--- src/rtl/dft_pkg.sv ---
// Shared types and sizing helpers for the DFT sample-FIFO frame sequencer.
package dft_pkg;

    typedef enum logic [1:0] {
        IDLE    = 2'd0,
        CAPTURE = 2'd1,
        DRAIN   = 2'd2
    } state_t;

    // Default read latency of the sample FIFO and the matching skid depth.
    localparam int unsigned RD_LAT_DEF = 1;
    localparam int unsigned SKID_DEPTH = RD_LAT_DEF + 1;

    // Skid depth needed to cover a FIFO read latency of rd_lat cycles.
    function automatic int unsigned skid_depth(input int unsigned rd_lat);
        return rd_lat + 1;
    endfunction

    // Counter width able to hold 0..2**addr_w inclusive.
    function automatic int unsigned cnt_width(input int unsigned addr_w);
        return $clog2((2 ** addr_w) + 1);
    endfunction

endpackage

--- src/rtl/dft_skid_buf.sv ---
// Small register FIFO used as the output skid buffer.
// Shift-register organisation: the head is always slot 0, so head/valid come
// straight from flops, and an empty buffer presents an all-zero head.
// Ports:
//   clk, rst   clock, asynchronous active-high reset
//   push, din  write an entry (caller guarantees no overflow)
//   pop        remove the head entry (caller guarantees non-empty)
//   head       current head entry
//   count      number of stored entries
//   valid      count != 0
module dft_skid_buf
    import dft_pkg::*;
#(
    parameter int unsigned WIDTH = 13,
    parameter int unsigned DEPTH = SKID_DEPTH,
    localparam int unsigned CNT_W = $clog2(DEPTH + 1)
) (
    input  logic             clk,
    input  logic             rst,
    input  logic             push,
    input  logic [WIDTH-1:0] din,
    input  logic             pop,
    output logic [WIDTH-1:0] head,
    output logic [CNT_W-1:0] count,
    output logic             valid
);

    logic [WIDTH-1:0] mem      [DEPTH];
    logic [WIDTH-1:0] mem_next [DEPTH];
    logic [CNT_W-1:0] count_next;
    logic [CNT_W-1:0] wr_idx;

    // Shift on pop, then write the new entry just above the surviving ones.
    always_comb begin
        wr_idx     = count - CNT_W'(pop);
        count_next = count + CNT_W'(push) - CNT_W'(pop);
        for (int unsigned i = 0; i + 1 < DEPTH; i++) begin
            mem_next[i] = pop ? mem[i+1] : mem[i];
        end
        mem_next[DEPTH-1] = pop ? '0 : mem[DEPTH-1];
        for (int unsigned i = 0; i < DEPTH; i++) begin
            if (push && (wr_idx == CNT_W'(i))) begin
                mem_next[i] = din;
            end
        end
    end

    always_ff @(posedge clk or posedge rst) begin
        if (rst) begin
            count <= '0;
            valid <= 1'b0;
            for (int unsigned i = 0; i < DEPTH; i++) begin
                mem[i] <= '0;
            end
        end else begin
            count <= count_next;
            valid <= (count_next != '0);
            for (int unsigned i = 0; i < DEPTH; i++) begin
                mem[i] <= mem_next[i];
            end
        end
    end

    assign head = mem[0];

endmodule

--- src/rtl/dft_fifo_ctrl.sv ---
// Frame sequencer for the sample FIFO feeding the DFT core.
// Captures FRAME_LEN ADC sample slots into the FIFO on a trigger, then drains
// the accepted samples over a valid/ready stream with m_last on the final one.
// Optional build macro DFT_FIFO_CTRL_TRIG_SYNC_EN: trig is synchronised and
// edge-detected (one frame per rising edge) instead of sampled as a level.
// Ports:
//   clk, rst                       clock, asynchronous active-high reset
//   trig                           frame start request
//   adc_data, adc_valid            ADC sample stream
//   fifo_wdata, fifo_wr, fifo_full FIFO write side
//   fifo_rdata, fifo_rd, fifo_empty FIFO read side (RD_LAT read latency)
//   m_data, m_valid, m_ready, m_last  output stream to the DFT core
//   busy, done, ovf                status
module dft_fifo_ctrl
    import dft_pkg::*;
#(
    parameter int unsigned ADDR_W    = 8,
    parameter int unsigned DATA_W    = 12,
    parameter int unsigned FRAME_LEN = 256,
    parameter int unsigned RD_LAT    = RD_LAT_DEF
) (
    input  logic              clk,
    input  logic              rst,
    input  logic              trig,
    input  logic [DATA_W-1:0] adc_data,
    input  logic              adc_valid,
    output logic [DATA_W-1:0] fifo_wdata,
    output logic              fifo_wr,
    input  logic              fifo_full,
    input  logic [DATA_W-1:0] fifo_rdata,
    output logic              fifo_rd,
    input  logic              fifo_empty,
    output logic [DATA_W-1:0] m_data,
    output logic              m_valid,
    input  logic              m_ready,
    output logic              m_last,
    output logic              busy,
    output logic              done,
    output logic              ovf
);

    localparam int unsigned CW  = cnt_width(ADDR_W);
    localparam int unsigned SD  = skid_depth(RD_LAT);
    localparam int unsigned SCW = $clog2(SD + 1);
    localparam int unsigned EW  = DATA_W + 1;

    state_t            state, state_next;
    logic [CW-1:0]     sample_cnt, sample_cnt_next;
    logic [CW-1:0]     acc_cnt, acc_cnt_next;
    logic [CW-1:0]     rd_issued, rd_issued_next;
    logic [CW-1:0]     cap_cnt, cap_cnt_next;
    logic [RD_LAT-1:0] rd_pipe, rd_pipe_next;
    logic [DATA_W-1:0] fifo_wdata_next;
    logic              fifo_wr_next, done_next, busy_next, ovf_next;
    logic              start;
    logic              rd_c, push_c, pop_c, tag_c;
    logic [CW-1:0]     outstanding_c, credit_c;
    logic [EW-1:0]     head;
    logic [SCW-1:0]    skid_cnt;

`ifdef DFT_FIFO_CTRL_TRIG_SYNC_EN
    // 2-FF synchroniser, rising-edge detect, registered start pulse.
    logic [2:0] trig_sync;
    logic       trig_pulse;

    always_ff @(posedge clk or posedge rst) begin
        if (rst) begin
            trig_sync  <= '0;
            trig_pulse <= 1'b0;
        end else begin
            trig_sync  <= {trig_sync[1:0], trig};
            trig_pulse <= trig_sync[1] & ~trig_sync[2];
        end
    end

    assign start = trig_pulse;
`else
    assign start = trig;
`endif

    // Read credits: reads in flight plus skid entries that survive this cycle.
    always_comb begin
        outstanding_c = '0;
        for (int unsigned i = 0; i < RD_LAT; i++) begin
            outstanding_c = outstanding_c + CW'(rd_pipe[i]);
        end
        credit_c = outstanding_c + CW'(skid_cnt) - CW'(pop_c);
    end

    // fifo_rd must react to this cycle's fifo_empty, so it is combinational.
    assign rd_c = (state == DRAIN) && !fifo_empty && (rd_issued < acc_cnt)
                  && (credit_c < CW'(SD));
    assign fifo_rd = rd_c;

    assign push_c = rd_pipe[RD_LAT-1];
    assign pop_c  = m_valid & m_ready;
    assign tag_c  = (cap_cnt == acc_cnt - CW'(1));

    always_comb begin
        rd_pipe_next[0] = rd_c;
        for (int unsigned i = 1; i < RD_LAT; i++) begin
            rd_pipe_next[i] = rd_pipe[i-1];
        end
    end

    dft_skid_buf #(
        .WIDTH (EW),
        .DEPTH (SD)
    ) u_skid (
        .clk   (clk),
        .rst   (rst),
        .push  (push_c),
        .din   ({tag_c, fifo_rdata}),
        .pop   (pop_c),
        .head  (head),
        .count (skid_cnt),
        .valid (m_valid)
    );

    assign m_data = head[DATA_W-1:0];
    assign m_last = head[DATA_W];

    // Next-state and datapath updates.
    always_comb begin
        state_next      = state;
        sample_cnt_next = sample_cnt;
        acc_cnt_next    = acc_cnt;
        rd_issued_next  = rd_issued + CW'(rd_c);
        cap_cnt_next    = cap_cnt + CW'(push_c);
        fifo_wdata_next = fifo_wdata;
        fifo_wr_next    = 1'b0;
        done_next       = 1'b0;
        ovf_next        = ovf;

        case (state)
            IDLE: begin
                if (start) begin
                    state_next      = CAPTURE;
                    ovf_next        = 1'b0;
                    sample_cnt_next = '0;
                    acc_cnt_next    = '0;
                    rd_issued_next  = '0;
                    cap_cnt_next    = '0;
                end
            end
            CAPTURE: begin
                if (adc_valid) begin
                    sample_cnt_next = sample_cnt + CW'(1);
                    if (!fifo_full) begin
                        fifo_wdata_next = adc_data;
                        fifo_wr_next    = 1'b1;
                        acc_cnt_next    = acc_cnt + CW'(1);
                    end else begin
                        ovf_next = 1'b1;
                    end
                    // Dropped samples still use a slot: frame span is fixed.
                    if (sample_cnt == CW'(FRAME_LEN - 1)) begin
                        state_next = DRAIN;
                    end
                end
            end
            DRAIN: begin
                if (acc_cnt == '0) begin
                    done_next  = 1'b1;
                    state_next = IDLE;
                end else if (pop_c && m_last) begin
                    done_next  = 1'b1;
                    state_next = IDLE;
                end
            end
            default: begin
                state_next = IDLE;
            end
        endcase

        busy_next = (state_next != IDLE);
    end

    always_ff @(posedge clk or posedge rst) begin
        if (rst) begin
            state      <= IDLE;
            sample_cnt <= '0;
            acc_cnt    <= '0;
            rd_issued  <= '0;
            cap_cnt    <= '0;
            rd_pipe    <= '0;
            fifo_wdata <= '0;
            fifo_wr    <= 1'b0;
            done       <= 1'b0;
            busy       <= 1'b0;
            ovf        <= 1'b0;
        end else begin
            state      <= state_next;
            sample_cnt <= sample_cnt_next;
            acc_cnt    <= acc_cnt_next;
            rd_issued  <= rd_issued_next;
            cap_cnt    <= cap_cnt_next;
            rd_pipe    <= rd_pipe_next;
            fifo_wdata <= fifo_wdata_next;
            fifo_wr    <= fifo_wr_next;
            done       <= done_next;
            busy       <= busy_next;
            ovf        <= ovf_next;
        end
    end

endmodule
--- config.mk ---
export PLATFORM = sky130hd
export DESIGN_NAME = dft_fifo_ctrl
export DESIGN_NICKNAME = d
export VERILOG_FILES = /design/src/rtl/dft_pkg.sv /design/src/rtl/dft_skid_buf.sv /design/src/rtl/dft_fifo_ctrl.sv
export SDC_FILE = /design/constraint.sdc
export NUM_CORES = 1
export LEC_CHECK = 0
export ABC_AREA = 1
export CAP_MARGIN = 0
export CORE_AREA = 2 2 93 95
export CTS_CLUSTER_SIZE = 16
export DETAILED_ROUTE_END_ITERATION = 16
export DIE_AREA = 0 0 95 97
export PLACE_DENSITY_LB_ADDON = 0.08
export SKIP_LAST_GASP = 1
export SLEW_MARGIN = 25
export SYNTH_ARGS = -nofsm -noshare
export SYNTH_HDL_FRONTEND = slang
export SYNTH_SLANG_ARGS = --single-unit
--- constraint.sdc ---
create_clock -name clk -period 3.5 [get_ports clk]
set_clock_uncertainty 0.15 [all_clocks]
set_input_delay 0.7 -clock clk [delete_from_list [all_inputs] [get_ports clk]]
set_output_delay 0.7 -clock clk [all_outputs]
set_load 0.02 [all_outputs]
### Yosys cells after proc, flatten, opt, wreduce, memory -nomap -nowiden

Index checks and enable logic that the tools add are counted.

| storage, ports and cells | value |
|---|---|
| bits in registers | 84 |
| input bits | 31 |
| word-level logic and storage cells | 87 |

| operators by class | value |
|---|---|
| add/subtract/negate cells | 10 |
| magnitude comparators | 2 |
| eq/ne operators | 9 |
| multiplexer cells | 30 |
| bitwise operators | 2 |
| reduce and logical (&&, ||, !) cells | 19 |

Operators by type and width:

| kind | count |
|---|---|
| $mux 9 | 8 |
| $mux 13 | 4 |
| $pmux 9 s2 | 2 |
| $add 9x1->9 | 2 |
| $add 9x1->9 const B | 2 |
| $mux 2 | 5 |
| $reduce_bool 2->1 | 5 |
| $eq 9x8->1 const B | 1 |
| $eq 9x9->1 | 1 |
| $logic_not 9->1 | 1 |
| $lt 9x2->1 const B | 1 |
| $lt 9x9->1 | 1 |
| $mux 1 | 9 |
| $sub 9x1->9 const B | 1 |
| $ne 2x2->1 const B | 4 |
| $reduce_and 4->1 | 2 |
| $logic_and 1x1->1 | 6 |
| $pmux 2 s3 | 1 |
| $reduce_and 3->1 | 2 |
| $eq 2x1->1 const B | 2 |
| $logic_not 2->1 | 2 |
| $sub 2x1->2 | 2 |
| $sub 3x1->4 | 1 |
| $add 1x2->3 | 1 |
| other kinds (6) | 6 |

### Logic depth before layout (Yosys ltp)

Gate-level depths: netlist (run 1).

| logic depth | value |
|---|---|
| depth after elaboration | 7 |
| depth in mapped cells | 19 |
| mapped depth without buffers | 19 |

### Modules after synthesis

A second synthesis (run 1) with hierarchy kept.

| second synthesis, totals | value |
|---|---|
| cell total of the unflattened synthesis | 612 |
| area total of the unflattened synthesis | 4767.1 um2 |

Modules (own cells, without submodules):

| module | instances | cells each | area an instance (um2) | seq. area each (um2) |
|---|---|---|---|---|
| dft_fifo_ctrl | 1 | 422 | 3198.1 | 1376.3 |
| dft_skid_buf | 1 | 190 | 1569.0 | 725.7 |

### Worst setup path after synthesis (run 1)

Ideal clock, no wire load.

| path | value |
|---|---|
| kind | input -> register |
| start point | input port m_ready |
| end point | register rd_issued[8] |
| data arrival time | 3941 ps |
| setup slack | -715 ps |
| stages on the path | 19 |
| cell sequence | nand2_1 > nor2_1 > inv_1 > nand2_1 > ha_1 > inv_1 > fa_1 > xnor2_1 > nand3_1 > nor4_1 > ha_1 > ha_1 > nand2_1 > nor2_1 > nand2_1 > nor2_1 > nand3_1 > o21ai_0 > a21oi_1 |

| between the ends | value |
|---|---|
| cells in the longest elaborated chain, start to end | 7 |

RTL lines:

| item | RTL line | source |
|---|---|---|
| start, declared | dft_fifo_ctrl.sv:35 | `input logic m_ready,` |
| $and 1x1->1 * | dft_fifo_ctrl.sv:96 | `assign pop_c = m_valid & m_ready;` |
| $sub 3x1->4 * | dft_fifo_ctrl.sv:87 | `credit_c = outstanding_c + CW'(skid_cnt) - CW'(pop_c);` |
| $lt 9x2->1 * | dft_fifo_ctrl.sv:92 | `&& (credit_c < CW'(SD));` |
| $logic_and 1x1->1 * | dft_fifo_ctrl.sv:92 |  |
| net fifo_rd | dft_fifo_ctrl.sv:31 | `output logic fifo_rd,` |
| $add 9x1->9 * | dft_fifo_ctrl.sv:128 | `rd_issued_next = rd_issued + CW'(rd_c);` |
| $mux 9 | dft_fifo_ctrl.sv:137 | `if (start) begin` |
| $mux 9 * | dft_fifo_ctrl.sv:135 | `case (state)` |
| net rd_issued_next[8] | dft_fifo_ctrl.sv:50 | `logic [CW-1:0] rd_issued, rd_issued_next;` |
| end signal, assigned | dft_fifo_ctrl.sv:196 | `rd_issued <= rd_issued_next;` |
| end, declared | dft_fifo_ctrl.sv:50 |  |

The timed path passes the listed nets; every way through them passes the cells marked *.
A chain may end at the register's enable or synchronous reset.

### Worst setup path in the final report (run 1)

| path | value |
|---|---|
| start point | input port m_ready |
| end point | register rd_issued[8] |

| between the ends | value |
|---|---|
| cells in the longest elaborated chain, start to end | 7 |

RTL lines:

| item | RTL line |
|---|---|
| $and 1x1->1 * | dft_fifo_ctrl.sv:96 |
| $sub 3x1->4 * | dft_fifo_ctrl.sv:87 |
| $lt 9x2->1 * | dft_fifo_ctrl.sv:92 |
| $logic_and 1x1->1 * | dft_fifo_ctrl.sv:92 |
| $add 9x1->9 * | dft_fifo_ctrl.sv:128 |
| $mux 9 | dft_fifo_ctrl.sv:137 |
| $mux 9 * | dft_fifo_ctrl.sv:135 |
| net rd_issued_next[8] | dft_fifo_ctrl.sv:50 |

Marked as above.

==> run_results.csv, run 1 <==
group,metric,value,unit
run_status,status,"finished, final reports clean",
floorplanning,floorplan.rows,33,
sta,timing.final.crit_share,92.64,%
hold_path,hold_end,"sample_cnt[7]$_DFFE_PP0P_",
global_routing,grt_first_pass_wirelength,16.30,mm
finish,area.sequential,0.002102,mm^2
floorplanning,die_width,95,um
synthesis,yosysSeqAreaShare,48.17,%
setup_path,worstReg2RegEnd,"rd_issued[8]$_DFF_PP0_",
sta,final_hold_viol_count,0,
pwr,power_density,647.0,mW/mm^2
floorplanning,start_util,53.65,%
finish,area_growth_syn_to_layout,22.45,%
clock_network,post-cts-setup-buffer-count,0,
hold_path,worstHoldPathCells,1,
finish,antenna-diode-count,0,
sta,grt_setup_unrepaired,"false",
clock_network,cts.root.buffer_cell,"clkbuf_8",
detailed_routing,vias_per_cell,5.111,
clock_network,cts_made_buffers,9,
sta,slew_viol_final,0,
floorplanning,core,0.008134,mm^2
clock_network,clkSlewWorstSetupHoldPaths,90,ps
synthesis,netlist-cell-type-count,32,
job,maxCapViolations,0,
detailed_routing,remaining_drc_errors,0,
detailed_routing,wire_length_reported_by_the_detailed_router,9.334,mm
synthesis,syn-mean-instance-area,8.142,um^2
floorplanning,ioPinCount,62,
detailed_routing,vias,3593,
global_routing,grt_overflow_total,0,
sta,worst_slew_pin_slew,878.6,ps
synthesis,synth.top_cells.by_area,"dfrtp_1, nand2_1, inv_1, ha_1, nor2_1",
finish,combined_area_of_the_multi_input_logic_cells,0.001936,mm^2
setup_path,reg2reg_slack,260,ps
setup_path,reg2regPathDepth,16,
sta,fmaxAchievable,0.3084,GHz
detailed_routing,postRouteAntennaNets,0,
synthesis,postSynthCellCount,536,
detailed_routing,drtIter0Drc,231,
clock_network,tritoncts_num_sinks,84,
placement,dp_hpwl,6.720,mm
hold_path,hp_start,"sample_cnt[7]$_DFFE_PP0P_",
sta,worst_slew_margin_rel,41.21,%
finish,num-fill-cells,672,
global_routing,grt_util_all_layers,22.30,%
setup_path,timing.critical_path.from_type,"primary input",
setup_path,regToRegStartpoint,"acc_cnt[6]$_DFFE_PP0P_",
finish,postLayoutCellArea,0.005344,mm^2
sta,finalSetupViolCount,0,
synthesis,synth_top_cell_area_share,48.17,%
global_routing,first_global_vias,3547,
clock_network,clock_tree_from_tritoncts,"done",
floorplanning,die_area,0.009215,mm^2
setup_path,worst_ep_required,3590,ps
floorplanning,die_h,97,um
placement,placement.io_buffers,61,
setup_path,cp_max_fo,5,
detailed_routing,total_iterations_of_the_first_detailed_routing_run,4,
clock_network,clk_latency,340,ps
setup_path,crit_type,"in2reg",
finish,final_net_count,645,
clock_network,cts-hold-fix-buffers,0,
global_routing,largest_net_degree_at_the_start_of_global_routing,85,
synthesis,synthDominantAreaCellType,"dfrtp_1",
pwr,irDropWorstVdd,0.0003687,V
detailed_routing,wl_per_cell,13.28,um
sta,layout_min_cycle_time,3242,ps
setup_path,critPathCaptureType,"register",
synthesis,syn-num-nets,588,
setup_path,timing.critical_path.arrival,3330,ps
placement,gpl.final_weighted_congestion,0.8452,
pwr,finalPower,3.458,mW
synthesis,synth.yosys.warnings,0,
pwr,leakage,2.580,nW
placement,postPlaceCellArea,0.005139,mm^2
clock_network,clock_path_buffers,2,
synthesis,synthesis.area,0.004364,mm^2
clock_network,htree_levels,3,
hold_path,hold_path.class,"reg2reg",
finish,layout-drive-gt1-share,9.365,%
synthesis,synth_register_bits,84,
global_routing,antenna_found_initial,0,
[synth_stat cells]
master and n:
o21ai_0 31, and3_1 1, nor2_4 1, ha_1 20, nor2_1 48, a21oi_4 1, buf_2 7, inv_1 67
o211ai_1 13, nand3_2 2, o21a_1 1, nand2_4 1, nor3b_1 2, nand3_1 35, nor4_1 2, fa_1 1
xnor2_1 4, o31ai_1 1, nand2_1 142, nand4_1 1, xor2_1 7, clkbuf_1 6, buf_4 13, nor3_1 10
inv_4 1, dfrtp_1 84, o22ai_1 2, o21bai_1 1, o21ai_2 1, inv_2 2, or2_2 1, a21oi_1 27
[kinds of logic (layout without fill, tap and decap cells)]
group | count (synthesis) | in the layout | share of synthesized area (%)
buffers and inverters | 96 | 158 | 9.633
XOR/XNOR | 11 | 11 | 2.208
adder cells (fa/ha/maj) | 21 | 21 | 6.193
flip-flops | 84 | 84 | 48.17
AO/OA/AOI/OAI | 78 | 78 | 10.26
AND/OR/NAND/NOR | 246 | 246 | 23.54
[registers in the layout, indices dropped and copies added (netlist names)]
| register | count |
|---|---|
| u_skid.head | 13 |
| acc_cnt | 9 |
| u_skid.mem | 13 |
| state | 2 |
| done | 1 |
| u_skid.valid | 1 |
| cap_cnt | 9 |
| push_c | 1 |
| sample_cnt | 9 |
| rd_issued | 9 |
| ovf | 1 |
| fifo_wdata | 12 |
| busy | 1 |
| u_skid.count | 2 |
| fifo_wr | 1 |
[layout make-up]
type / instances / share of cell area [%]
clock inverters: 5 / 1.100
inverters: 70 / 4.987
repair buffers: 72 / 13.06
multi-input cells: 356 / 36.22
flip-flops and latches: 84 / 39.34
clock buffers: 11 / 2.833
well taps: 105 / 2.458
[what timing repair did]
item / 4_1_cts / 5_1_grt
endpoints found under the setup margin: 6 / 4
endpoints found under the hold margin: 0 / 0
gates resized for setup: 6 / 3
pin swaps: 1 / 0
[per-layer routing]
| layer | vias up | part of all wire [%] | wire, um | global-route usage [%] |
|---|---|---|---|---|
| met1 | 1682 | 46 | 4247 | 30.68 |
| met4 | 0 | 0.97 | 91 | 4.682 |
| li1 | 1816 | - | - | - |
| met5 | - | 0 | 0 | 0 |
| met3 | 7 | 6.3 | 585 | 5.919 |
| met2 | 88 | 47 | 4410 | 35.52 |
[power by group]
group / leakage, nW / internal [mW] / total (mW) / switching (mW)
clock: 0.102 / 0.370 / 0.723 / 0.353
combinational: 1.39 / 0.516 / 1.31 / 0.791
sequential: 1.09 / 1.19 / 1.43 / 0.238
[layout by cell type, fill, tap and decap left out, drive strengths merged]
cell           count
nor3b              2
bufinv             1
clkinv             2
dfrtp             84
nor4               2
or2                1
clkdlybuf4s50     59
nand2            143
o31ai              1
fa                 1
o22ai              2
xnor2              4
a21oi             28
nand3             37
xor2               7
nor3              10
o21a               1
buf               12
o211ai            13
inv               70
o21ai             32
clkbuf            12
ha                20
clkinvlp           2
and3               1
nor2              49
o21bai             1
nand4              1
[worst max path at each step]
stage / startpoint / to / slack [ps]
6_report: m_ready / rd_issued[8]$_DFF_PP0_ / 260
5_1_grt: acc_cnt[6]$_DFFE_PP0P_ / rd_issued[8]$_DFF_PP0_ / 40
4_1_cts: m_ready / fifo_rd / 50
3_5_place_dp: m_ready / fifo_rd / -810
3_3_place_gp: m_ready / fifo_rd / -760
2_1_floorplan: m_ready / rd_issued[8]$_DFF_PP0_ / -120
[critical path, cell delays in order]
cell      delay, ps
clkbuf_2        130
nand2_8          70
nor2_4          120
inv_2            50
nand2_2          80
ha_4            140
inv_2            40
fa_2            370
xnor2_2         170
nand3_2         100
nor4_4          210
buf_4           170
ha_2            190
ha_4            140
nand2_2          50
nor2_2          120
nand2_1          70
nor2_2          120
nand3_1          90
o21ai_1         140
a21oi_1          50
[through the flow]
stage | std cells | utilization [%] | TNS (ps) | setup slack, ps | hold slack, ps
floorplan | 536 | - | -119.3 | -119.3 | 275.8
global placement | 687 | 63.17 | -4177 | -763.7 | 300.7
detailed placement | 687 | 63.17 | -4851 | -812.4 | 307.6
CTS | 703 | 65.71 | 0 | 48.87 | 325.4
global route | 703 | 65.70 | 0 | 41.00 | 348.2
finish | 703 | 65.70 | 0 | 257.5 | 317.5
No activity file was read; power rests on OpenSTA's default activity.
==> inputs of run 2 (changes only) <==
CORE_AREA = 2 2 98 100   (was 2 2 93 95)
DIE_AREA = 0 0 100 102   (was 0 0 95 97)
clock period = 2.7 ns   (was 3.5 ns; I/O delays follow)
==> run 2 against run 1 <==
  * Routed wire length is 5.2% higher
  * Core utilization down 2.5 points
  * Critical path depth decreased by 9
  * The run now ends with negative setup slack left
  * Clock power increased by 24%
==> run_results.csv, run 2 (synthesis results as in run 1) <==
group,metric,value,unit
run_status,status,"finished, violations left",
run_status,failing_checks,"negative setup slack",
finish,area_growth_syn_to_layout,31.94,%
finish,layout.cells.most_common,"nand2_1",
floorplanning,die_width,100,um
pwr,irDropWorstVdd,0.0004560,V
sta,slew_viol_final,0,
detailed_routing,remaining_drc_errors,0,
setup_path,slowest_delay,540,ps
finish,antenna-diode-count,0,
sta,finalSetupViolCount,7,
floorplanning,die_area,0.01020,mm^2
sta,grt_setup_unrepaired,"true",
sta,worst_slew_margin_rel,37.20,%
finish,final_net_count,690,
sta,layout_min_cycle_time,2959,ps
clock_network,clock_tree_from_tritoncts,"done",
clock_network,cts_made_buffers,9,
global_routing,grt_overflow_total,0,
floorplanning,start_util,47.91,%
clock_network,tritoncts_num_sinks,84,
global_routing,antenna_found_initial,0,
global_routing,first_global_vias,3626,
sta,fin_ws,-259.2,ps
clock_network,clk_latency,350,ps
hold_path,hold_path.class,"reg2reg",
pwr,intPower,2.915,mW
sta,final_hold_viol_count,0,
global_routing,grt_first_pass_wirelength,16.82,mm
placement,postPlaceCellArea,0.005415,mm^2
placement,count_of_placed_standard_cells_including_taps,726,
setup_path,cpMaxStageDelayCell,"fa_2",
floorplanning,ioPinCount,62,
pwr,power_switching_share,38.81,%
sta,fmaxAchievable,0.3379,GHz
detailed_routing,postRouteAntennaNets,0,
detailed_routing,vias,3740,
global_routing,largest_net_degree_at_the_start_of_global_routing,34,
job,maxCapViolations,0,
placement,placement.io_buffers,61,
detailed_routing,total_iterations_of_the_first_detailed_routing_run,4,
clock_network,htree_levels,3,
floorplanning,floorplan.rows,35,
pwr,seq_power_share,36.8,%
pwr,switching_power,1.849,mW
clock_network,clkSlewWorstSetupHoldPaths,90,ps
placement,gpl.final_weighted_congestion,0.9008,
detailed_routing,wire_length_reported_by_the_detailed_router,9.822,mm
floorplanning,die_h,102,um
setup_path,timing.critical_path.arrival,2270,ps
setup_path,crit_type,"in2out",
detailed_routing,vias_per_cell,4.960,
setup_path,critPathCaptureType,"output port",
sta,timing.final.crit_share,109.6,%
setup_path,critical_path.cell_chain,"clkdlybuf4s15_2 -> nand2_8 -> nor2_4 -> inv_2 -> nand2_4 -> ha_4 -> inv_2 -> fa_2 -> nand3_2 -> nor4_4 -> buf_4 -> buf_6",
clock_network,clock_path_buffers,2,
pwr,leakage,2.796,nW
finish,finish.cell_count_without_fillers,754,
placement,dp_hpwl,7.308,mm
sta,tns,-1171,ps
pwr,power.combinational.fraction,44.4,%
pwr,clockPowerShare,18.8,%
setup_path,cp_max_fo,3,
finish,area.sequential,0.002103,mm^2
setup_path,timing.critical_path.from_type,"primary input",
global_routing,grt_util_all_layers,20.82,%
finish,num-fill-cells,850,
clock_network,cts.root.buffer_cell,"clkbuf_8",
floorplanning,core,0.009109,mm^2
finish,combined_area_of_the_multi_input_logic_cells,0.001996,mm^2
pwr,power_density,827.3,mW/mm^2
placement,dp_slack,-1338,ps
setup_path,cp_common_cell,"inv_2",
setup_path,worst_ep_required,2010,ps
finish,final_cell_mix,"nand2_1, dfrtp_1, inv_1",
sta,worst_slew_pin_slew,938.6,ps
finish,postLayoutCellArea,0.005758,mm^2
detailed_routing,wl_per_cell,13.03,um
detailed_routing,drtIter0Drc,120,
finish,layout-drive-gt1-share,16.95,%
==> run 2: cell count changes in the layout (fill, tap and decap cells not counted), sizes merged <==
| cell | delta |
|---|---|
| clkinv | -2 |
| buf | +45 |
| clkbuf | -1 |
| clkdlybuf4s15 | +1 |
| clkinvlp | +2 |
==> run 2: worst paths after layout <==
kind,startpoint,end,slack (ps),depth (start not counted)
min reg2reg,sample_cnt[7]$_DFFE_PP0P_,sample_cnt[7]$_DFFE_PP0P_,320,1
min in group asynchronous,rst,u_skid.mem[1]$_DFFE_PP0P_,440,2
max in group asynchronous,rst,u_skid.valid$_DFF_PP0_,1400,3
max reg2reg,u_skid.valid$_DFF_PP0_,rd_issued[8]$_DFF_PP0_,-240,19
min,sample_cnt[7]$_DFFE_PP0P_,sample_cnt[7]$_DFFE_PP0P_,320,1
max,m_ready,fifo_rd,-260,12
==> run 2: worst max-delay path: cells and delay by family <==
kind	cells	cell delay [ps]
adders and majority gates	2	670
buffers and inverters	5	620
and+or+nand+nor	5	430
==> run 2: metal layers <==
metal,vias to the layer above,track usage (%),part of all wire [%]
met5,-,0,0
met4,0,7.482,1.7
met3,13,4.446,3.8
met2,71,32.54,46
met1,1753,28.98,48
li1,1903,-,-
==> run 2: power groups by stage <==
stage / clock, mW / sequential (mW) / combinational (mW)
floorplan: 0 / 1.85 / 1.19
global placement: 0 / 1.77 / 1.98
detailed placement: 0 / 1.77 / 2.03
CTS: 0.917 / 1.76 / 2.10
global route: 0.980 / 1.80 / 2.41
finish: 0.894 / 1.75 / 2.12
==> run 2: layout make-up <==
cell class	count	area share, %
inverter	70	4.672
clock inverter	5	1.065
sequential	84	36.53
timing repair buffer	117	18.38
clock buffer	11	2.282
tap	111	2.412
multi-input combinational	356	34.66
==> run 2: stage by stage <==
step / hold slack [ps] / power [mW] / utilization (%)
finish: 315.4 / 4.763 / 63.21
global route: 347.8 / 5.186 / 63.21
CTS: 316.4 / 4.776 / 62.80
detailed placement: 297.9 / 3.801 / 59.45
global placement: 298.6 / 3.750 / 59.45
floorplan: 275.8 / 3.045 / -
==> run 2: what timing repair did <==
item                       in CTS  in global routing
buffers inserted                9                  4
hold buffers                    0                  0
setup endpoints to repair      11                 10
pin swaps                      14                  8
gates resized for setup        19                  3
hold endpoints to repair        0                  0
